$ cat src/rtl/cpu_pkg.sv
// Shared opcode/funct constants, ALU encoding and the ID/EX record layout for the MIPS pipeline.
package cpu_pkg;

  localparam logic [5:0] OpRtype = 6'h00;
  localparam logic [5:0] OpJ     = 6'h02;
  localparam logic [5:0] OpBeq   = 6'h04;
  localparam logic [5:0] OpBne   = 6'h05;
  localparam logic [5:0] OpAddi  = 6'h08;
  localparam logic [5:0] OpAndi  = 6'h0C;
  localparam logic [5:0] OpOri   = 6'h0D;
  localparam logic [5:0] OpLui   = 6'h0F;
  localparam logic [5:0] OpLw    = 6'h23;
  localparam logic [5:0] OpSw    = 6'h2B;

  localparam logic [5:0] FnSll = 6'h00;
  localparam logic [5:0] FnSrl = 6'h02;
  localparam logic [5:0] FnAdd = 6'h20;
  localparam logic [5:0] FnSub = 6'h22;
  localparam logic [5:0] FnAnd = 6'h24;
  localparam logic [5:0] FnOr  = 6'h25;
  localparam logic [5:0] FnSlt = 6'h2A;

  typedef enum logic [2:0] {
    AluAdd = 3'd0,
    AluSub = 3'd1,
    AluAnd = 3'd2,
    AluOr  = 3'd3,
    AluSlt = 3'd4,
    AluSll = 3'd5,
    AluSrl = 3'd6,
    AluLui = 3'd7
  } alu_op_e;

  typedef struct packed {
    alu_op_e alu_op;
    logic    alu_src;
    logic    mem_read;
    logic    mem_write;
    logic    reg_write;
    logic    mem_to_reg;
    logic    branch_eq;
    logic    branch_ne;
    logic    jump;
  } ctrl_t;

  typedef struct packed {
    logic        valid;
    logic [31:0] pc;
    logic [31:0] rs_data;
    logic [31:0] rt_data;
    logic [31:0] imm;
    logic [4:0]  shamt;
    logic [4:0]  rs;
    logic [4:0]  rt;
    logic [4:0]  dest;
    ctrl_t       ctrl;
    logic        illegal;
  } idex_t;

  function automatic logic [31:0] sext16(logic [15:0] v);
    return {{16{v[15]}}, v};
  endfunction

endpackage

$ cat src/rtl/decode_stage_if.sv
// Fetch, register-file, writeback and ID/EX signal bundle around the decode stage.
interface decode_stage_if;
  logic        if_valid;
  logic [31:0] if_instr;
  logic [31:0] if_pc;
  logic        flush;
  logic        id_stall;
  logic [4:0]  rf_read_reg1;
  logic [4:0]  rf_read_reg2;
  logic [31:0] rf_read_data1;
  logic [31:0] rf_read_data2;
  logic        wb_en;
  logic [4:0]  wb_reg;
  logic [31:0] wb_data;
  logic        ex_valid;
  logic [31:0] ex_pc;
  logic [31:0] ex_rs_data;
  logic [31:0] ex_rt_data;
  logic [31:0] ex_imm;
  logic [4:0]  ex_shamt;
  logic [4:0]  ex_rs;
  logic [4:0]  ex_rt;
  logic [4:0]  ex_dest;
  logic [2:0]  ex_alu_op;
  logic        ex_alu_src;
  logic        ex_mem_read;
  logic        ex_mem_write;
  logic        ex_reg_write;
  logic        ex_mem_to_reg;
  logic        ex_branch_eq;
  logic        ex_branch_ne;
  logic        ex_jump;
  logic        ex_illegal;

  modport slave (
    input  if_valid, if_instr, if_pc, flush, rf_read_data1, rf_read_data2,
           wb_en, wb_reg, wb_data,
    output id_stall, rf_read_reg1, rf_read_reg2, ex_valid, ex_pc, ex_rs_data, ex_rt_data,
           ex_imm, ex_shamt, ex_rs, ex_rt, ex_dest, ex_alu_op, ex_alu_src, ex_mem_read,
           ex_mem_write, ex_reg_write, ex_mem_to_reg, ex_branch_eq, ex_branch_ne, ex_jump,
           ex_illegal
  );

  modport master (
    output if_valid, if_instr, if_pc, flush, rf_read_data1, rf_read_data2,
           wb_en, wb_reg, wb_data,
    input  id_stall, rf_read_reg1, rf_read_reg2, ex_valid, ex_pc, ex_rs_data, ex_rt_data,
           ex_imm, ex_shamt, ex_rs, ex_rt, ex_dest, ex_alu_op, ex_alu_src, ex_mem_read,
           ex_mem_write, ex_reg_write, ex_mem_to_reg, ex_branch_eq, ex_branch_ne, ex_jump,
           ex_illegal
  );
endinterface

$ cat src/rtl/instr_decoder.sv
// Combinational MIPS decoder: control bits, immediate, destination, source-use flags, illegal.
module instr_decoder
  import cpu_pkg::*;
(
  input  logic [31:0] instr_i,
  input  logic [3:0]  pc_hi_i,
  output ctrl_t       ctrl_o,
  output logic [31:0] imm_o,
  output logic [4:0]  dest_o,
  output logic        use_rs_o,
  output logic        use_rt_o,
  output logic        illegal_o
);

  logic [5:0]  op;
  logic [5:0]  fn;
  logic [15:0] imm16;
  logic        wr_rd;
  logic        wr_rt;

  assign op    = instr_i[31:26];
  assign fn    = instr_i[5:0];
  assign imm16 = instr_i[15:0];

  always_comb begin
    ctrl_o    = '0;
    imm_o     = '0;
    dest_o    = '0;
    use_rs_o  = 1'b0;
    use_rt_o  = 1'b0;
    illegal_o = 1'b0;
    wr_rd     = 1'b0;
    wr_rt     = 1'b0;

    case (op)
      OpRtype: begin
        wr_rd    = 1'b1;
        use_rs_o = 1'b1;
        use_rt_o = 1'b1;
        case (fn)
          FnSll: begin ctrl_o.alu_op = AluSll; use_rs_o = 1'b0; end
          FnSrl: begin ctrl_o.alu_op = AluSrl; use_rs_o = 1'b0; end
          FnAdd: ctrl_o.alu_op = AluAdd;
          FnSub: ctrl_o.alu_op = AluSub;
          FnAnd: ctrl_o.alu_op = AluAnd;
          FnOr:  ctrl_o.alu_op = AluOr;
          FnSlt: ctrl_o.alu_op = AluSlt;
          default: illegal_o = 1'b1;
        endcase
      end
      OpAddi: begin
        ctrl_o.alu_src = 1'b1;
        imm_o          = sext16(imm16);
        use_rs_o       = 1'b1;
        wr_rt          = 1'b1;
      end
      OpLw: begin
        ctrl_o.alu_src    = 1'b1;
        ctrl_o.mem_read   = 1'b1;
        ctrl_o.mem_to_reg = 1'b1;
        imm_o             = sext16(imm16);
        use_rs_o          = 1'b1;
        wr_rt             = 1'b1;
      end
      OpSw: begin
        ctrl_o.alu_src   = 1'b1;
        ctrl_o.mem_write = 1'b1;
        imm_o            = sext16(imm16);
        use_rs_o         = 1'b1;
        use_rt_o         = 1'b1;
      end
      OpBeq, OpBne: begin
        ctrl_o.alu_op    = AluSub;
        ctrl_o.branch_eq = (op == OpBeq);
        ctrl_o.branch_ne = (op == OpBne);
        imm_o            = sext16(imm16);
        use_rs_o         = 1'b1;
        use_rt_o         = 1'b1;
      end
      OpAndi, OpOri: begin
        ctrl_o.alu_op  = (op == OpAndi) ? AluAnd : AluOr;
        ctrl_o.alu_src = 1'b1;
        imm_o          = {16'h0000, imm16};
        use_rs_o       = 1'b1;
        wr_rt          = 1'b1;
      end
      OpLui: begin
        ctrl_o.alu_op  = AluLui;
        ctrl_o.alu_src = 1'b1;
        imm_o          = {imm16, 16'h0000};
        wr_rt          = 1'b1;
      end
      OpJ: begin
        ctrl_o.jump = 1'b1;
        imm_o       = {pc_hi_i, instr_i[25:0], 2'b00};
      end
      default: illegal_o = 1'b1;
    endcase

    if (wr_rd) begin
      dest_o = instr_i[15:11];
    end else if (wr_rt) begin
      dest_o = instr_i[20:16];
    end
    // $0 is hardwired, so a write to it is simply not a write.
    ctrl_o.reg_write = (dest_o != 5'd0);

    if (illegal_o) begin
      ctrl_o   = '0;
      imm_o    = '0;
      dest_o   = '0;
      use_rs_o = 1'b0;
      use_rt_o = 1'b0;
    end
  end

endmodule

$ cat src/rtl/decode_stage.sv
// MIPS decode stage: register-file addressing, load-use stall, flush and the ID/EX register.
// Optional same-cycle writeback bypass into the operands is enabled by defining WB_BYPASS_EN.
module decode_stage
  import cpu_pkg::*;
(
  input logic            clk,
  input logic            rst,
  decode_stage_if.slave  bus
);

  logic [4:0]  rs;
  logic [4:0]  rt;
  ctrl_t       dec_ctrl;
  logic [31:0] dec_imm;
  logic [4:0]  dec_dest;
  logic        dec_use_rs;
  logic        dec_use_rt;
  logic        dec_illegal;
  logic        hazard;
  logic [31:0] rs_data;
  logic [31:0] rt_data;
  idex_t       idex_d;
  idex_t       idex_q;

  assign rs = bus.if_instr[25:21];
  assign rt = bus.if_instr[20:16];

  instr_decoder u_decoder (
    .instr_i   (bus.if_instr),
    .pc_hi_i   (bus.if_pc[31:28]),
    .ctrl_o    (dec_ctrl),
    .imm_o     (dec_imm),
    .dest_o    (dec_dest),
    .use_rs_o  (dec_use_rs),
    .use_rt_o  (dec_use_rt),
    .illegal_o (dec_illegal)
  );

  // Load in EX whose result a source of this instruction needs: hold one cycle.
  always_comb begin
    hazard = bus.if_valid & idex_q.valid & idex_q.ctrl.mem_read & (idex_q.dest != 5'd0) &
             ((dec_use_rs & (rs == idex_q.dest)) | (dec_use_rt & (rt == idex_q.dest)));
  end

`ifdef WB_BYPASS_EN
  always_comb begin
    rs_data = bus.rf_read_data1;
    rt_data = bus.rf_read_data2;
    if (bus.wb_en && (bus.wb_reg != 5'd0) && (bus.wb_reg == rs)) rs_data = bus.wb_data;
    if (bus.wb_en && (bus.wb_reg != 5'd0) && (bus.wb_reg == rt)) rt_data = bus.wb_data;
  end
`else
  logic unused_wb;
  assign unused_wb = ^{bus.wb_en, bus.wb_reg, bus.wb_data};
  assign rs_data   = bus.rf_read_data1;
  assign rt_data   = bus.rf_read_data2;
`endif

  always_comb begin
    idex_d = '0;
    if (!bus.flush && bus.if_valid && !hazard) begin
      if (dec_illegal) begin
        idex_d.illegal = 1'b1;
      end else begin
        idex_d.valid   = 1'b1;
        idex_d.pc      = bus.if_pc;
        idex_d.rs_data = rs_data;
        idex_d.rt_data = rt_data;
        idex_d.imm     = dec_imm;
        idex_d.shamt   = bus.if_instr[10:6];
        idex_d.rs      = rs;
        idex_d.rt      = rt;
        idex_d.dest    = dec_dest;
        idex_d.ctrl    = dec_ctrl;
      end
    end
  end

  always_ff @(posedge clk) begin
    if (rst) begin
      idex_q <= '0;
    end else begin
      idex_q <= idex_d;
    end
  end

  assign bus.id_stall      = hazard & ~bus.flush & ~rst;
  assign bus.rf_read_reg1  = rs;
  assign bus.rf_read_reg2  = rt;
  assign bus.ex_valid      = idex_q.valid;
  assign bus.ex_pc         = idex_q.pc;
  assign bus.ex_rs_data    = idex_q.rs_data;
  assign bus.ex_rt_data    = idex_q.rt_data;
  assign bus.ex_imm        = idex_q.imm;
  assign bus.ex_shamt      = idex_q.shamt;
  assign bus.ex_rs         = idex_q.rs;
  assign bus.ex_rt         = idex_q.rt;
  assign bus.ex_dest       = idex_q.dest;
  assign bus.ex_alu_op     = idex_q.ctrl.alu_op;
  assign bus.ex_alu_src    = idex_q.ctrl.alu_src;
  assign bus.ex_mem_read   = idex_q.ctrl.mem_read;
  assign bus.ex_mem_write  = idex_q.ctrl.mem_write;
  assign bus.ex_reg_write  = idex_q.ctrl.reg_write;
  assign bus.ex_mem_to_reg = idex_q.ctrl.mem_to_reg;
  assign bus.ex_branch_eq  = idex_q.ctrl.branch_eq;
  assign bus.ex_branch_ne  = idex_q.ctrl.branch_ne;
  assign bus.ex_jump       = idex_q.ctrl.jump;
  assign bus.ex_illegal    = idex_q.illegal;

endmodule

$ cat src/flat_wrapper.sv
// flat-port wrapper written by rule: the top's interface ports become plain ports
module decode_stage_flat import cpu_pkg::*;
  (clk, rst, bus_if_valid, bus_if_instr, bus_if_pc, bus_flush, bus_rf_read_data1, bus_rf_read_data2, bus_wb_en, bus_wb_reg, bus_wb_data, bus_id_stall, bus_rf_read_reg1, bus_rf_read_reg2, bus_ex_valid, bus_ex_pc, bus_ex_rs_data, bus_ex_rt_data, bus_ex_imm, bus_ex_shamt, bus_ex_rs, bus_ex_rt, bus_ex_dest, bus_ex_alu_op, bus_ex_alu_src, bus_ex_mem_read, bus_ex_mem_write, bus_ex_reg_write, bus_ex_mem_to_reg, bus_ex_branch_eq, bus_ex_branch_ne, bus_ex_jump, bus_ex_illegal);
  decode_stage_if bus_i ();
  input logic clk;
  input logic rst;
  input wire logic [$bits(bus_i.if_valid)-1:0] bus_if_valid;
  input wire logic [$bits(bus_i.if_instr)-1:0] bus_if_instr;
  input wire logic [$bits(bus_i.if_pc)-1:0] bus_if_pc;
  input wire logic [$bits(bus_i.flush)-1:0] bus_flush;
  input wire logic [$bits(bus_i.rf_read_data1)-1:0] bus_rf_read_data1;
  input wire logic [$bits(bus_i.rf_read_data2)-1:0] bus_rf_read_data2;
  input wire logic [$bits(bus_i.wb_en)-1:0] bus_wb_en;
  input wire logic [$bits(bus_i.wb_reg)-1:0] bus_wb_reg;
  input wire logic [$bits(bus_i.wb_data)-1:0] bus_wb_data;
  output wire logic [$bits(bus_i.id_stall)-1:0] bus_id_stall;
  output wire logic [$bits(bus_i.rf_read_reg1)-1:0] bus_rf_read_reg1;
  output wire logic [$bits(bus_i.rf_read_reg2)-1:0] bus_rf_read_reg2;
  output wire logic [$bits(bus_i.ex_valid)-1:0] bus_ex_valid;
  output wire logic [$bits(bus_i.ex_pc)-1:0] bus_ex_pc;
  output wire logic [$bits(bus_i.ex_rs_data)-1:0] bus_ex_rs_data;
  output wire logic [$bits(bus_i.ex_rt_data)-1:0] bus_ex_rt_data;
  output wire logic [$bits(bus_i.ex_imm)-1:0] bus_ex_imm;
  output wire logic [$bits(bus_i.ex_shamt)-1:0] bus_ex_shamt;
  output wire logic [$bits(bus_i.ex_rs)-1:0] bus_ex_rs;
  output wire logic [$bits(bus_i.ex_rt)-1:0] bus_ex_rt;
  output wire logic [$bits(bus_i.ex_dest)-1:0] bus_ex_dest;
  output wire logic [$bits(bus_i.ex_alu_op)-1:0] bus_ex_alu_op;
  output wire logic [$bits(bus_i.ex_alu_src)-1:0] bus_ex_alu_src;
  output wire logic [$bits(bus_i.ex_mem_read)-1:0] bus_ex_mem_read;
  output wire logic [$bits(bus_i.ex_mem_write)-1:0] bus_ex_mem_write;
  output wire logic [$bits(bus_i.ex_reg_write)-1:0] bus_ex_reg_write;
  output wire logic [$bits(bus_i.ex_mem_to_reg)-1:0] bus_ex_mem_to_reg;
  output wire logic [$bits(bus_i.ex_branch_eq)-1:0] bus_ex_branch_eq;
  output wire logic [$bits(bus_i.ex_branch_ne)-1:0] bus_ex_branch_ne;
  output wire logic [$bits(bus_i.ex_jump)-1:0] bus_ex_jump;
  output wire logic [$bits(bus_i.ex_illegal)-1:0] bus_ex_illegal;
  assign bus_i.if_valid = bus_if_valid;
  assign bus_i.if_instr = bus_if_instr;
  assign bus_i.if_pc = bus_if_pc;
  assign bus_i.flush = bus_flush;
  assign bus_i.rf_read_data1 = bus_rf_read_data1;
  assign bus_i.rf_read_data2 = bus_rf_read_data2;
  assign bus_i.wb_en = bus_wb_en;
  assign bus_i.wb_reg = bus_wb_reg;
  assign bus_i.wb_data = bus_wb_data;
  assign bus_id_stall = bus_i.id_stall;
  assign bus_rf_read_reg1 = bus_i.rf_read_reg1;
  assign bus_rf_read_reg2 = bus_i.rf_read_reg2;
  assign bus_ex_valid = bus_i.ex_valid;
  assign bus_ex_pc = bus_i.ex_pc;
  assign bus_ex_rs_data = bus_i.ex_rs_data;
  assign bus_ex_rt_data = bus_i.ex_rt_data;
  assign bus_ex_imm = bus_i.ex_imm;
  assign bus_ex_shamt = bus_i.ex_shamt;
  assign bus_ex_rs = bus_i.ex_rs;
  assign bus_ex_rt = bus_i.ex_rt;
  assign bus_ex_dest = bus_i.ex_dest;
  assign bus_ex_alu_op = bus_i.ex_alu_op;
  assign bus_ex_alu_src = bus_i.ex_alu_src;
  assign bus_ex_mem_read = bus_i.ex_mem_read;
  assign bus_ex_mem_write = bus_i.ex_mem_write;
  assign bus_ex_reg_write = bus_i.ex_reg_write;
  assign bus_ex_mem_to_reg = bus_i.ex_mem_to_reg;
  assign bus_ex_branch_eq = bus_i.ex_branch_eq;
  assign bus_ex_branch_ne = bus_i.ex_branch_ne;
  assign bus_ex_jump = bus_i.ex_jump;
  assign bus_ex_illegal = bus_i.ex_illegal;
  decode_stage u_core (.clk(clk), .rst(rst), .bus(bus_i));
endmodule
$ cat config.mk
export PLATFORM = sky130hd
export DESIGN_NAME = decode_stage_flat
export DESIGN_NICKNAME = d
export VERILOG_FILES = /design/src/rtl/cpu_pkg.sv /design/src/rtl/decode_stage_if.sv /design/src/rtl/instr_decoder.sv /design/src/rtl/decode_stage.sv /design/src/flat_wrapper.sv
export SDC_FILE = /design/constraint.sdc
export NUM_CORES = 1
export LEC_CHECK = 0
export BUFFER_PORTS_ARGS = -buffer_cell sky130_fd_sc_hd__buf_4
export CAP_MARGIN = 20
export CORE_MARGIN = 2
export CORE_UTILIZATION = 32
export CTS_BUF_LIST = sky130_fd_sc_hd__clkbuf_4 sky130_fd_sc_hd__clkbuf_8
export CTS_CLUSTER_SIZE = 25
export DETAILED_ROUTE_END_ITERATION = 6
export PLACE_DENSITY = 0.71
export SYNTH_ARGS = -nofsm -noshare
export SYNTH_HDL_FRONTEND = slang
export SYNTH_SLANG_ARGS = --single-unit
$ cat constraint.sdc
create_clock -name clk -period 2.1 [get_ports clk]
set_clock_uncertainty 0.1 [all_clocks]
set_input_delay 0.105 -clock clk [delete_from_list [all_inputs] [get_ports clk]]
set_output_delay 0.105 -clock clk [all_outputs]
set_load 0.02 [all_outputs]
==> out/metrics.yaml <==
status:
  status: "complete, but fails checks"
  violations: "setup timing"
global_route:
  grt_pass1_wl_microns: 31800
  grt-busiest-layer: "met2"
  grt_overflow: 0
  grt_max_degree: 34
  track_usage_pct: 23.3
  antenna_found_initial: 1
  grt_pass1_vias: 5789
  grtUsageMet2_pct: 41.9
  met1_usage_pct: 25.6
  met3_usage_pct: 6.39
sta:
  fin_crit_sh_pct: 106
  fmax_ghz: 0.449
  finalCriticalPeriod_ps: 2230
  worst_pin_slew_ps: 654
  setup_viol: 109
  drv_slew: 0
  maxSlewHeadroom_pct: 56.4
  rsz0062_at_grt: "yes"
  report.final.hold_viol_count: 0
  setup_ws_ps: -125
setup_path:
  critPathCaptureType: "primary output"
  worst-path-max-fanout: 6
  critPathKind: "input port to primary output"
  worst_setup_path_start_kind: "input port"
  arrival_ps: 2020
  critPathRequiredTime_ps: 1890
worst_hold_path:
  holdCritPathClass: "input port to register"
logic_synthesis:
  synth_common_cells: "dfxtp_1 (160), and3_1 (113), nor2_1 (44)"
  synth_seq_area_share_pct: 58.8
  yosysWarningCount: 0
  yosys.cell_count.top_type: "dfxtp_1"
  netlist_area_sq_mm: 0.00544
  synth.top_cell.area_share_pct: 58.8
  yosysUniqueCellTypes: 48
  yosys.area.top_type: "dfxtp_1"
  synthFlopType: "dfxtp_1"
  synth_edf_count: 0
  synthesis.nets: 687
  syn_area_per_cell_sq_um: 10.5
  ys_ff_latch: 160
  yosys-top-cells-area: "dfxtp_1 (59%), and3_1 (13%), nor2_1 (3.0%)"
  netlist_instances: 517
  synth-async-reset-ratio_pct: 0
clocking:
  cts_root_buf: "clkbuf_8"
  tritoncts: "done"
  numCtsBuffers: 17
  cts-htree-levels: 4
  clock_path_buffers: 2
  clkTransAtPathRegs_ps: 80
  cts.sinks: 160
  clk_latency_ps: 450
die:
  ios: 342
  die_y_microns: 134
  die-area_sq_mm: 0.0181
  die_x_microns: 134
  initial_utilization_pct: 32.8
  core.rowCount: 47
  core_area_sq_mm: 0.0166
cells_and_area:
  utilization_pct: 62.0
  nNetsFinal: 1150
  fillers: 1275
  drive_gt1_share_pct: 43.5
  seq_area_sq_mm: 0.00321
  area_growth_pct: 88.8
  final_area_sq_mm: 0.0103
  multi_input_area_sq_mm: 0.00202
power_and_ir_drop:
  clockPowerShare_pct: 38.3
  peakVddDrop_mv: 0.490
  swShare_pct: 24.8
  p_leak_uw: 0.00499
  p_switching_uw: 1590
  power_frac_comb_pct: 13.9
  p_int_uw: 4810
  powerDensity_mw_per_mm2: 622
  p_seq_share_pct: 47.9
place:
  gp_congestion: 0.905
  post-place-ws_ps: -196
  hpwl_microns: 14500
  place_area_sq_mm: 0.00813
  io_buffers: 303
route:
  drtPass1Iterations: 5
  drc_errors: 0
  post_drt_wl_per_cell_microns: 18.3
  ant_nets: 0
  vias: 5822
  drtIter0Drc: 466
  via_per_inst: 4.80
  routed_wirelength_microns: 22200
run:
  maxCapViolCount: 0
power groups by stage:
stage | logic, uW | clock network [uW] | registers, uW
after floorplan | 217 | 0 | 3160
after global placement | 606 | 0 | 3130
after detailed placement | 609 | 0 | 3130
after CTS | 830 | 2510 | 3060
after global routing | 932 | 2650 | 3060
final | 886 | 2450 | 3060
critical path, cell delays in order:
cell	delay (ps)
buf_4	120
dlygate4sd3_1	650
inv_1	130
o31a_1	200
o32ai_4	110
nor2_4	340
and3_4	250
buf_6	110
worst paths after layout:
check	from	end	slack [ps]	cells past startpoint
min	rst	u_core.bus.ex_rs_data[21]	70	5
max	bus_if_instr[4]	bus_id_stall	-130	8
min reg2reg	u_core.bus.ex_valid	u_core.bus.ex_rs_data[21]	700	4
max reg2reg	u_core.bus.ex_dest[1]	u_core.bus.ex_rs_data[26]	-100	8
kinds of logic after synthesis:
kind of cell / Yosys count / share of synthesized area (%)
AND/OR/NAND/NOR: 226 / 24.1
flip-flops: 160 / 58.8
XOR/XNOR: 10 / 1.61
multiplexers: 2 / 0.368
AO/OA/AOI/OAI: 57 / 8.18
buffers and inverters: 62 / 6.94
registers in the layout, indices dropped and copies added (netlist names), 3 cells and up:
name,cells
u_core.bus.ex_pc,32
u_core.bus.ex_rt,5
u_core.bus.ex_alu_op,3
u_core.bus.ex_dest,5
u_core.bus.ex_shamt,5
u_core.bus.ex_rs_data,32
u_core.bus.ex_imm,32
u_core.bus.ex_rt_data,32
u_core.bus.ex_rs,5
timing repair:
action                                  4_1_cts  5_1_grt
gates cloned                                  1        4
pin swaps                                     5        7
hold endpoints to repair                    158        0
hold buffers                                135        0
buffers inserted                              4        5
endpoints found under the setup margin      152      146
resized for setup                            24       17
stage by stage:
step | TNS, ps | hold slack (ps) | cells | total power, uW
after floorplan | 0 | 131 | 517 | 3380
after CTS | -9930 | 22.3 | 1204 | 6400
after global routing | -20500 | 65.6 | 1214 | 6640
after detailed placement | -11350 | 233 | 1033 | 3740
final | -6480 | 70.4 | 1214 | 6390
after global placement | -9610 | 229 | 1033 | 3740
layer usage:
layer  up-vias  share of wire [%]
met1      2733                 37
li1       2741                  -
met3        49                7.9
met2       299                 52
met4         0                3.4
met5         -                  0
placed cells by master (no fill, tap or decap), types with 5 or more instances in the layout:
| cell type | instances |
|---|---|
| nor2_1 | 40 |
| and3_1 | 110 |
| nor3_1 | 10 |
| a221oi_1 | 16 |
| dfxtp_1 | 155 |
| buf_6 | 7 |
| nor4_1 | 7 |
| a22oi_1 | 20 |
| clkbuf_8 | 18 |
| a21oi_1 | 7 |
| nand2_1 | 9 |
| nand2b_1 | 5 |
| xnor2_1 | 6 |
| dlygate4sd3_1 | 135 |
| buf_12 | 10 |
| buf_4 | 346 |
layout make-up:
cell class	count	area share, %
diodes	1	0.0243
repair buffers	502	42.1
clock buffers	19	2.48
multi-input cells	295	19.6
flip-flops and latches	160	31.2
clock inverters	13	1.70
well taps	220	2.68
inverters	4	0.146
Power figures use the tool's default switching activity.
